<file path="config.mk">
export PLATFORM = sky130hd
export DESIGN_NAME = mips_dbg_serializer
export DESIGN_NICKNAME = d
export VERILOG_FILES = /design/src/rtl/mips_dbg_pkg.sv /design/src/rtl/mips_dbg_serializer.sv
export SDC_FILE = /design/constraint.sdc
export NUM_CORES = 1
export LEC_CHECK = 0
export BUFFER_PORTS_ARGS = -buffer_cell sky130_fd_sc_hd__buf_2
export CORE_MARGIN = 5
export CORE_UTILIZATION = 40
export DETAILED_ROUTE_END_ITERATION = 8
export SYNTH_ARGS = -nofsm -noshare
export SYNTH_HDL_FRONTEND = slang
export SYNTH_SLANG_ARGS = --single-unit
</file>
<file path="constraint.sdc">
create_clock -name clk -period 1.8 [get_ports clk]
set_input_delay 0.36 -clock clk [delete_from_list [all_inputs] [get_ports clk]]
set_output_delay 0.36 -clock clk [all_outputs]
set_load 0.02 [all_outputs]
</file>
<file path="src/rtl/mips_dbg_pkg.sv">
// Shared types and sizing helpers for the MIPS debug observation serializer.
package mips_dbg_pkg;

  typedef enum logic [1:0] {
    IDLE  = 2'd0,
    SHIFT = 2'd1,
    GAP   = 2'd2
  } dbg_state_e;

  function automatic int calc_beats(input int data_w, input int num_ch, input int out_w);
    return (num_ch * data_w) / out_w;
  endfunction

  function automatic int calc_cnt_w(input int n);
    return (n > 1) ? $clog2(n) : 1;
  endfunction

  function automatic bit lanes_divide(input int data_w, input int out_w);
    return (out_w > 0) && ((data_w % out_w) == 0);
  endfunction

endpackage

</file>
<file path="src/rtl/mips_dbg_serializer.sv">
// Snapshots NUM_CH words and streams them over OUT_W pins as framed beats.
// Optional DBG_PARITY_EN adds a registered even-parity pin (dout_par).
module mips_dbg_serializer
  import mips_dbg_pkg::*;
#(
  parameter int DATA_W  = 16,
  parameter int NUM_CH  = 2,
  parameter int OUT_W   = 4,
  parameter int GAP_CYC = 1,
  parameter int FCNT_W  = 8
) (
  input  logic                     clk,
  input  logic                     reset,
  input  logic                     en,
  input  logic                     cont_mode,
  input  logic                     trig,
  input  logic [NUM_CH*DATA_W-1:0] ch_data,
  output logic [OUT_W-1:0]         dout,
  output logic                     dout_valid,
  output logic                     frame_sync,
  output logic                     busy,
  output logic [FCNT_W-1:0]        frame_cnt
`ifdef DBG_PARITY_EN
  ,
  output logic                     dout_par
`endif
);

  localparam int SNAP_W = NUM_CH * DATA_W;
  localparam int BEATS  = calc_beats(DATA_W, NUM_CH, OUT_W);
  localparam int BCNT_W = calc_cnt_w(BEATS);
  localparam int GAP_W  = calc_cnt_w((GAP_CYC > 0) ? GAP_CYC : 1);
  localparam logic [BCNT_W-1:0] BEAT_LAST = BCNT_W'(BEATS - 1);
  localparam logic [GAP_W-1:0]  GAP_LAST  = GAP_W'((GAP_CYC > 0) ? GAP_CYC - 1 : 0);

  if (!lanes_divide(DATA_W, OUT_W)) begin : g_chk_lanes
    $error("OUT_W must divide DATA_W");
  end

  dbg_state_e          state_q, state_d;
  logic [BCNT_W-1:0]   beat_q, beat_d;
  logic [GAP_W-1:0]    gap_q, gap_d;
  logic [SNAP_W-1:0]   snap_q, snap_d;
  logic                pending_q, pending_d;
  logic [FCNT_W-1:0]   fcnt_q;
  logic [OUT_W-1:0]    dout_q, dout_d;
  logic                vld_q, sync_q, busy_q;
  logic                start, load, frame_done;

  always_comb begin
    start      = en & (cont_mode | trig | pending_q);
    state_d    = state_q;
    beat_d     = beat_q;
    gap_d      = gap_q;
    snap_d     = snap_q;
    load       = 1'b0;
    frame_done = 1'b0;
    case (state_q)
      IDLE: load = start;
      SHIFT: begin
        if (beat_q == BEAT_LAST) begin
          frame_done = 1'b1;
          if (GAP_CYC > 0) begin
            state_d = GAP;
            gap_d   = '0;
          end else if (start) begin
            load = 1'b1;
          end else begin
            state_d = IDLE;
          end
        end else begin
          beat_d = beat_q + BCNT_W'(1);
        end
      end
      GAP: begin
        if (gap_q == GAP_LAST) begin
          if (start) load = 1'b1;
          else       state_d = IDLE;
        end else begin
          gap_d = gap_q + GAP_W'(1);
        end
      end
      default: state_d = IDLE;
    endcase
    if (load) begin
      state_d = SHIFT;
      beat_d  = '0;
      snap_d  = ch_data;
    end
    // A trigger arriving mid-frame is remembered; any number collapse to one.
    pending_d = load ? 1'b0 : ((trig && state_q != IDLE) ? 1'b1 : pending_q);
    // Outputs are computed from next state so beat 0 lands on the start edge.
    dout_d = (state_d == SHIFT) ? snap_d[int'(beat_d)*OUT_W +: OUT_W] : '0;
  end

  always_ff @(posedge clk or posedge reset) begin
    if (reset) begin
      state_q   <= IDLE;
      beat_q    <= '0;
      gap_q     <= '0;
      snap_q    <= '0;
      pending_q <= 1'b0;
      fcnt_q    <= '0;
      dout_q    <= '0;
      vld_q     <= 1'b0;
      sync_q    <= 1'b0;
      busy_q    <= 1'b0;
    end else begin
      state_q   <= state_d;
      beat_q    <= beat_d;
      gap_q     <= gap_d;
      snap_q    <= snap_d;
      pending_q <= pending_d;
      fcnt_q    <= fcnt_q + FCNT_W'(frame_done);
      dout_q    <= dout_d;
      vld_q     <= (state_d == SHIFT);
      sync_q    <= (state_d == SHIFT) && (beat_d == '0);
      busy_q    <= (state_d != IDLE);
    end
  end

  assign dout       = dout_q;
  assign dout_valid = vld_q;
  assign frame_sync = sync_q;
  assign busy       = busy_q;
  assign frame_cnt  = fcnt_q;

`ifdef DBG_PARITY_EN
  logic par_q;
  always_ff @(posedge clk or posedge reset) begin
    if (reset) par_q <= 1'b0;
    else       par_q <= ^dout_d;
  end
  assign dout_par = par_q;
`endif

endmodule
</file>
Word level (Yosys, flattened, before mapping)
Index checks and enable logic that the tools add are counted.
{ "op_classes": {"n_addsub": 3, "n_eq_ne": 5, "shifts": 1, "mux": 20, "bitwise_logic": 3, "reduce_logical": 9} }
{ "op_table": {"columns": ["cell", "count"], "rows": [
  ["32-bit 2-to-1 mux", 1],
  ["32-bit by 6-bit indexed part select with 4-bit output", 1],
  ["3-bit 2-to-1 mux", 3],
  ["8-bit by 1-bit adder with 8-bit output", 1],
  ["1-bit 2-to-1 mux", 8],
  ["2-bit 2-to-1 mux", 4],
  ["2-bit nonzero test", 4],
  ["2-bit one-hot mux with 3 select lines", 1],
  ["2-bit by 1-bit equality test with 1-bit output (second input constant)", 2],
  ["4-bit 2-to-1 mux", 1],
  ["1-bit one-hot mux with 2 select lines", 2],
  ["3-bit by 1-bit adder with 3-bit output (second input constant)", 1],
  ["3-bit equality test (second input constant)", 1],
  ["3-bit logical NOT", 1],
  ["2-bit equality test (second input constant)", 1],
  ["1-bit logical AND", 2],
  ["2-bit logical NOT", 1],
  ["2-bit != test (second input constant)", 1],
  ["1-bit bitwise OR", 2],
  ["2-bit AND reduction", 1],
  ["1-bit adder (second input constant)", 1],
  ["1-bit bitwise AND", 1]
]} }
{ "totals": {"ff_bits": 54, "inputBits": 37, "out_inout_bits": 15, "word_cells": 51} }

Depth between registers and ports, before layout
{ "logic_depth": {"depth_word": 9, "mapped_depth": 8, "mapped_depth_nobuf": 7} }

Worst setup path before layout
Ideal clock, no wire load.
{ "synth_path": {"path_type": "register to register", "start": "reg beat_q[0]", "end": "reg dout_q[2], in the netlist dout[2]", "setup_ns": 0.133, "t_arrival_ns": 1.774, "required_ns": 1.667, "slack_ns": -0.108, "path_stages_with_launch": 9, "n_path_buf": 2, "period_less_slack_ns": 1.908, "cell_sequence": "dfrtp_1 -> ha_1 -> buf_2 -> and2_1 -> o21ai_1 -> buf_2 -> a221oi_1 -> a211oi_1 -> nand4b_1"} }
{ "synth_via": {"elab_chain_len": 6, "word_cells_on_any_way": 11, "classes_between": "add/sub: 1; eq/ne: 2; shift: 1; mux: 7"} }
{ "synth_lines": {"columns": ["element", "line", "rtl"], "rows": [
  ["start: declaration", "mips_dbg_serializer.sv:41", "logic [BCNT_W-1:0] beat_q, beat_d;"],
  ["start signal: assignment", "mips_dbg_serializer.sv:110", "beat_q <= beat_d;"],
  ["3-bit by 1-bit adder with 3-bit output / 3-bit equality test (equally long branches)", "mips_dbg_serializer.sv:72, mips_dbg_serializer.sv:61", null],
  ["3-bit 2-to-1 mux / 2-bit 2-to-1 mux (equally long branches)", "mips_dbg_serializer.sv:61", "if (beat_q == BEAT_LAST) begin"],
  ["3-bit 2-to-1 mux / 2-bit one-hot mux with 3 select lines (equally long branches)", "mips_dbg_serializer.sv:58", "case (state_q)"],
  ["3-bit 2-to-1 mux / 2-bit 2-to-1 mux (equally long branches)", "mips_dbg_serializer.sv:85", "if (load) begin"],
  ["32-bit by 6-bit indexed part select with 4-bit output / 2-bit by 1-bit equality test with 1-bit output (equally long branches)", "mips_dbg_serializer.sv:93", "dout_d = (state_d == SHIFT) ? snap_d[int'(beat_d)*OUT_W +: OUT_W] : '0;"],
  ["4-bit 2-to-1 mux *", "mips_dbg_serializer.sv:93", null],
  ["named net dout_d[2]", "mips_dbg_serializer.sv:46", "logic [OUT_W-1:0] dout_q, dout_d;"],
  ["end signal: assignment", "mips_dbg_serializer.sv:115", "dout_q <= dout_d;"],
  ["end: declaration", "mips_dbg_serializer.sv:46", null]
]} }
Mark *: on every way through the listed nets, which the timed path passes. The rest lies on a longest branch.
A chain may end at the register's enable or synchronous reset.

Worst setup path in the final report
{ "layout_path": {"start": "reg pending_q", "end": "reg dout_q[3], in the netlist dout[3]"} }
{ "layout_via": {"elab_chain_len": 8, "word_cells_on_any_way": 14, "classes_between": "eq/ne: 1; shift: 1; mux: 10; bitwise: 2"} }
{ "layout_lines": {"columns": ["element", "line", "rtl"], "rows": [
  ["start: declaration", "mips_dbg_serializer.sv:44", "logic pending_q, pending_d;"],
  ["start signal: assignment", "mips_dbg_serializer.sv:113", "pending_q <= pending_d;"],
  ["1-bit bitwise OR *", "mips_dbg_serializer.sv:51", "start = en & (cont_mode | trig | pending_q);"],
  ["1-bit bitwise AND *", "mips_dbg_serializer.sv:51", null],
  ["1-bit 2-to-1 mux", "mips_dbg_serializer.sv:77", "if (start) load = 1'b1;"],
  ["1-bit 2-to-1 mux", "mips_dbg_serializer.sv:76", "if (gap_q == GAP_LAST) begin"],
  ["1-bit one-hot mux with 2 select lines *", "mips_dbg_serializer.sv:58", null],
  ["32-bit 2-to-1 mux *", "mips_dbg_serializer.sv:85", null],
  ["named net snap_d[23]", "mips_dbg_serializer.sv:43", "logic [SNAP_W-1:0] snap_q, snap_d;"],
  ["32-bit by 6-bit indexed part select with 4-bit output *", "mips_dbg_serializer.sv:93", null],
  ["4-bit 2-to-1 mux *", "mips_dbg_serializer.sv:93", null],
  ["named net dout_d[3]", "mips_dbg_serializer.sv:46", null]
]} }
Marks and branches as above.

==> flow_summary.toml <==
[critical_path]
cp.required_ps = 1970
crit_fanout = 4
r2r_slack_ps = 50
critPathKind = "reg2reg"
rr_worst_depth = 5
endpoint_kind = "register"
crit_path_start_kind = "register"
arrival_ps = 1920

[timing]
setup_tns_ps = 0
max_slew_margin = 0.760
fin_hold_ws_ps = 79.8
worst_slew_pin_slew_ps = 355
rsz0062_at_grt = "true"
period_share = 0.974
min_period_ps = 1750
drv_slew = 0
max_freq_ghz = 0.571
setup_viol = 0
final.setup_skew_ps = 11.1
hold_viol = 0

[logic_synthesis]
synth.most_common_cell = "nand2_1"
ys_seq_area_frac = 0.532
yosys_warnings = 0
syn_avg_cell_area_um2 = 9.70
synth.top_cell.area_share = 0.532
yosys.cell_types.count = 38
synth_edf_count = 0
synth_top_area_cell = "dfrtp_1"
syn_nets = 297
ys.flop_type = "dfrtp_1"
synth_area_um2 = 2490
synth_area_leaders = "dfrtp_1, nand2_1, and3_1, nand3_1, mux2_4"
ys_async_sr_fraction = 1.00
synthTopCellsByCount = "nand2_1, dfrtp_1, nand3_1, and3_1"
syn_inst = 257
ys_seq_elements = 53

[grt]
busiest_layer = "met2"
overflow = 0
grt_pass1_wl_mm = 9.97
grtUsageMet3 = 0.0276
antenna_found_initial = 0
grt_usage = 0.162
grt_max_degree = 54
grtUsageMet2 = 0.250
first_global_vias = 2035
grt_util_met1 = 0.240

[floorplanning]
coreArea_um2 = 5990
initial_utilization = 0.416
boundaryPins = 52
die-width_um = 89.0
num_rows = 28
dieHeight_um = 89.0
die_area_um2 = 7910

[final_layout]
postLayoutCoreUtil = 0.538
area_growth_pct = 29.2
antenna_cells = 0
fin_cells = 404
drive_gt1_frac = 0.353
nets = 368

[clocking]
max-clock-path-buffers = 2
cts_tree = "yes"
htree_levels = 2
clk_latency_ps = 310
cts_root_buffer = "clkbuf_8"
clk_pin_slew_ps = 100
cts_made_buffers = 5
cts.sinks = 53

[route]
wire_per_inst_um = 14.7
routed_wl_mm = 5.95
first_pass_iters = 6
drc_errors = 0
ant_nets = 0
vias_per_cell = 5.07
drt_iter0_drc = 97
num_vias = 2050

[placement]
gp_congestion = 0.810
io_buffers = 51
dp_hpwl_mm = 4.25
place_inst = 393

[power]
p_per_area_nw_per_um2 = 1660
ir_drop_mv = 0.702
power.leakage_nw = 1.65

[run_status]
status = "completed"

[job]
drv_cap = 0

[hold_path]
hold_path_class = "in2async"
## layout make-up
cell class	count	area [um^2]
clock inverters	3	21.3
clock buffers	5	68.8
multi-input cells	188	1190
repair buffers	78	512
inverters	2	7.51
fillers	571	2770
well taps	75	93.8
flip-flops and latches	53	1330
## state kept, by name, summed over array words and instances (netlist names)
register    flops
busy            1
frame_sync      1
beat_q          3
snap_q         32
frame_cnt       8
dout            4
dout_valid      1
state_q         2
pending_q       1
## path summary, 6_finish.rpt
kind | from | end
worst max-delay path | pending_q | dout[3]
worst min-delay path | reset | snap_q[20]
worst max register to register | pending_q | dout[3]
worst min register to register | snap_q[7] | snap_q[7]
max in group asynchronous | reset | snap_q[9]
min in group clk | ch_data[15] | snap_q[15]
## logic make-up (layout without fill, tap and decap cells)
logic type / after synthesis / after routing / synth area share
buffers and inverters: 16 / 88 / 0.0306
multiplexers: 4 / 4 / 0.0226
flip-flops: 53 / 53 / 0.532
AND/OR/NAND/NOR: 140 / 140 / 0.276
XOR/XNOR: 8 / 8 / 0.0311
adder cells (fa/ha/maj): 3 / 3 / 0.0151
AO/OA/AOI/OAI: 33 / 33 / 0.0923
## stage by stage
step | total power, mW | area (um^2) | setup slack (ps)
2_1_floorplan | 3.53 | 2520 | 16.3
3_3_place_gp | 4.37 | 3010 | -107
3_5_place_dp | 4.43 | 3010 | -93.4
4_1_cts | 5.20 | 3130 | 25.5
5_1_grt | 5.78 | 3220 | -35.6
6_report | 5.35 | 3220 | 47.5
## per-layer routing
metal,part of all wire,up-vias,routed length [um]
met2,0.45,47,2670
li1,-,1026,-
met4,0.0084,0,50
met1,0.49,972,2890
met3,0.057,5,340
met5,0,-,0
## cell usage in the layout (no fill, tap or decap), types with 6 or more instances in the layout
cell type / count
buf_2: 51
nand2_1: 82
buf_4: 22
nand3_1: 11
nor2_1: 6
and3_1: 10
a21oi_1: 7
dfrtp_1: 53
## worst max-delay path, stage by stage, from the launching register on
cell      delay, ps
dfrtp_1         390
or3_4           400
and2_4          200
mux2_4          310
a211oi_2        190
nand4b_1        130
## where the power goes
group          switching (mW)  total (mW)  internal, mW
logic                    1.43        2.67          1.24
registers               0.318        2.01          1.69
clock network           0.394       0.670         0.277
## timing repair
item | CTS | global route
buffers inserted | 1 | 2
resized for setup | 6 | 17
hold buffers | 0 | 0
setup endpoints to repair | 4 | 5
pin swaps | 1 | 1
gates cloned | 0 | 0
Note: power is estimated with default switching activity, not from simulation.
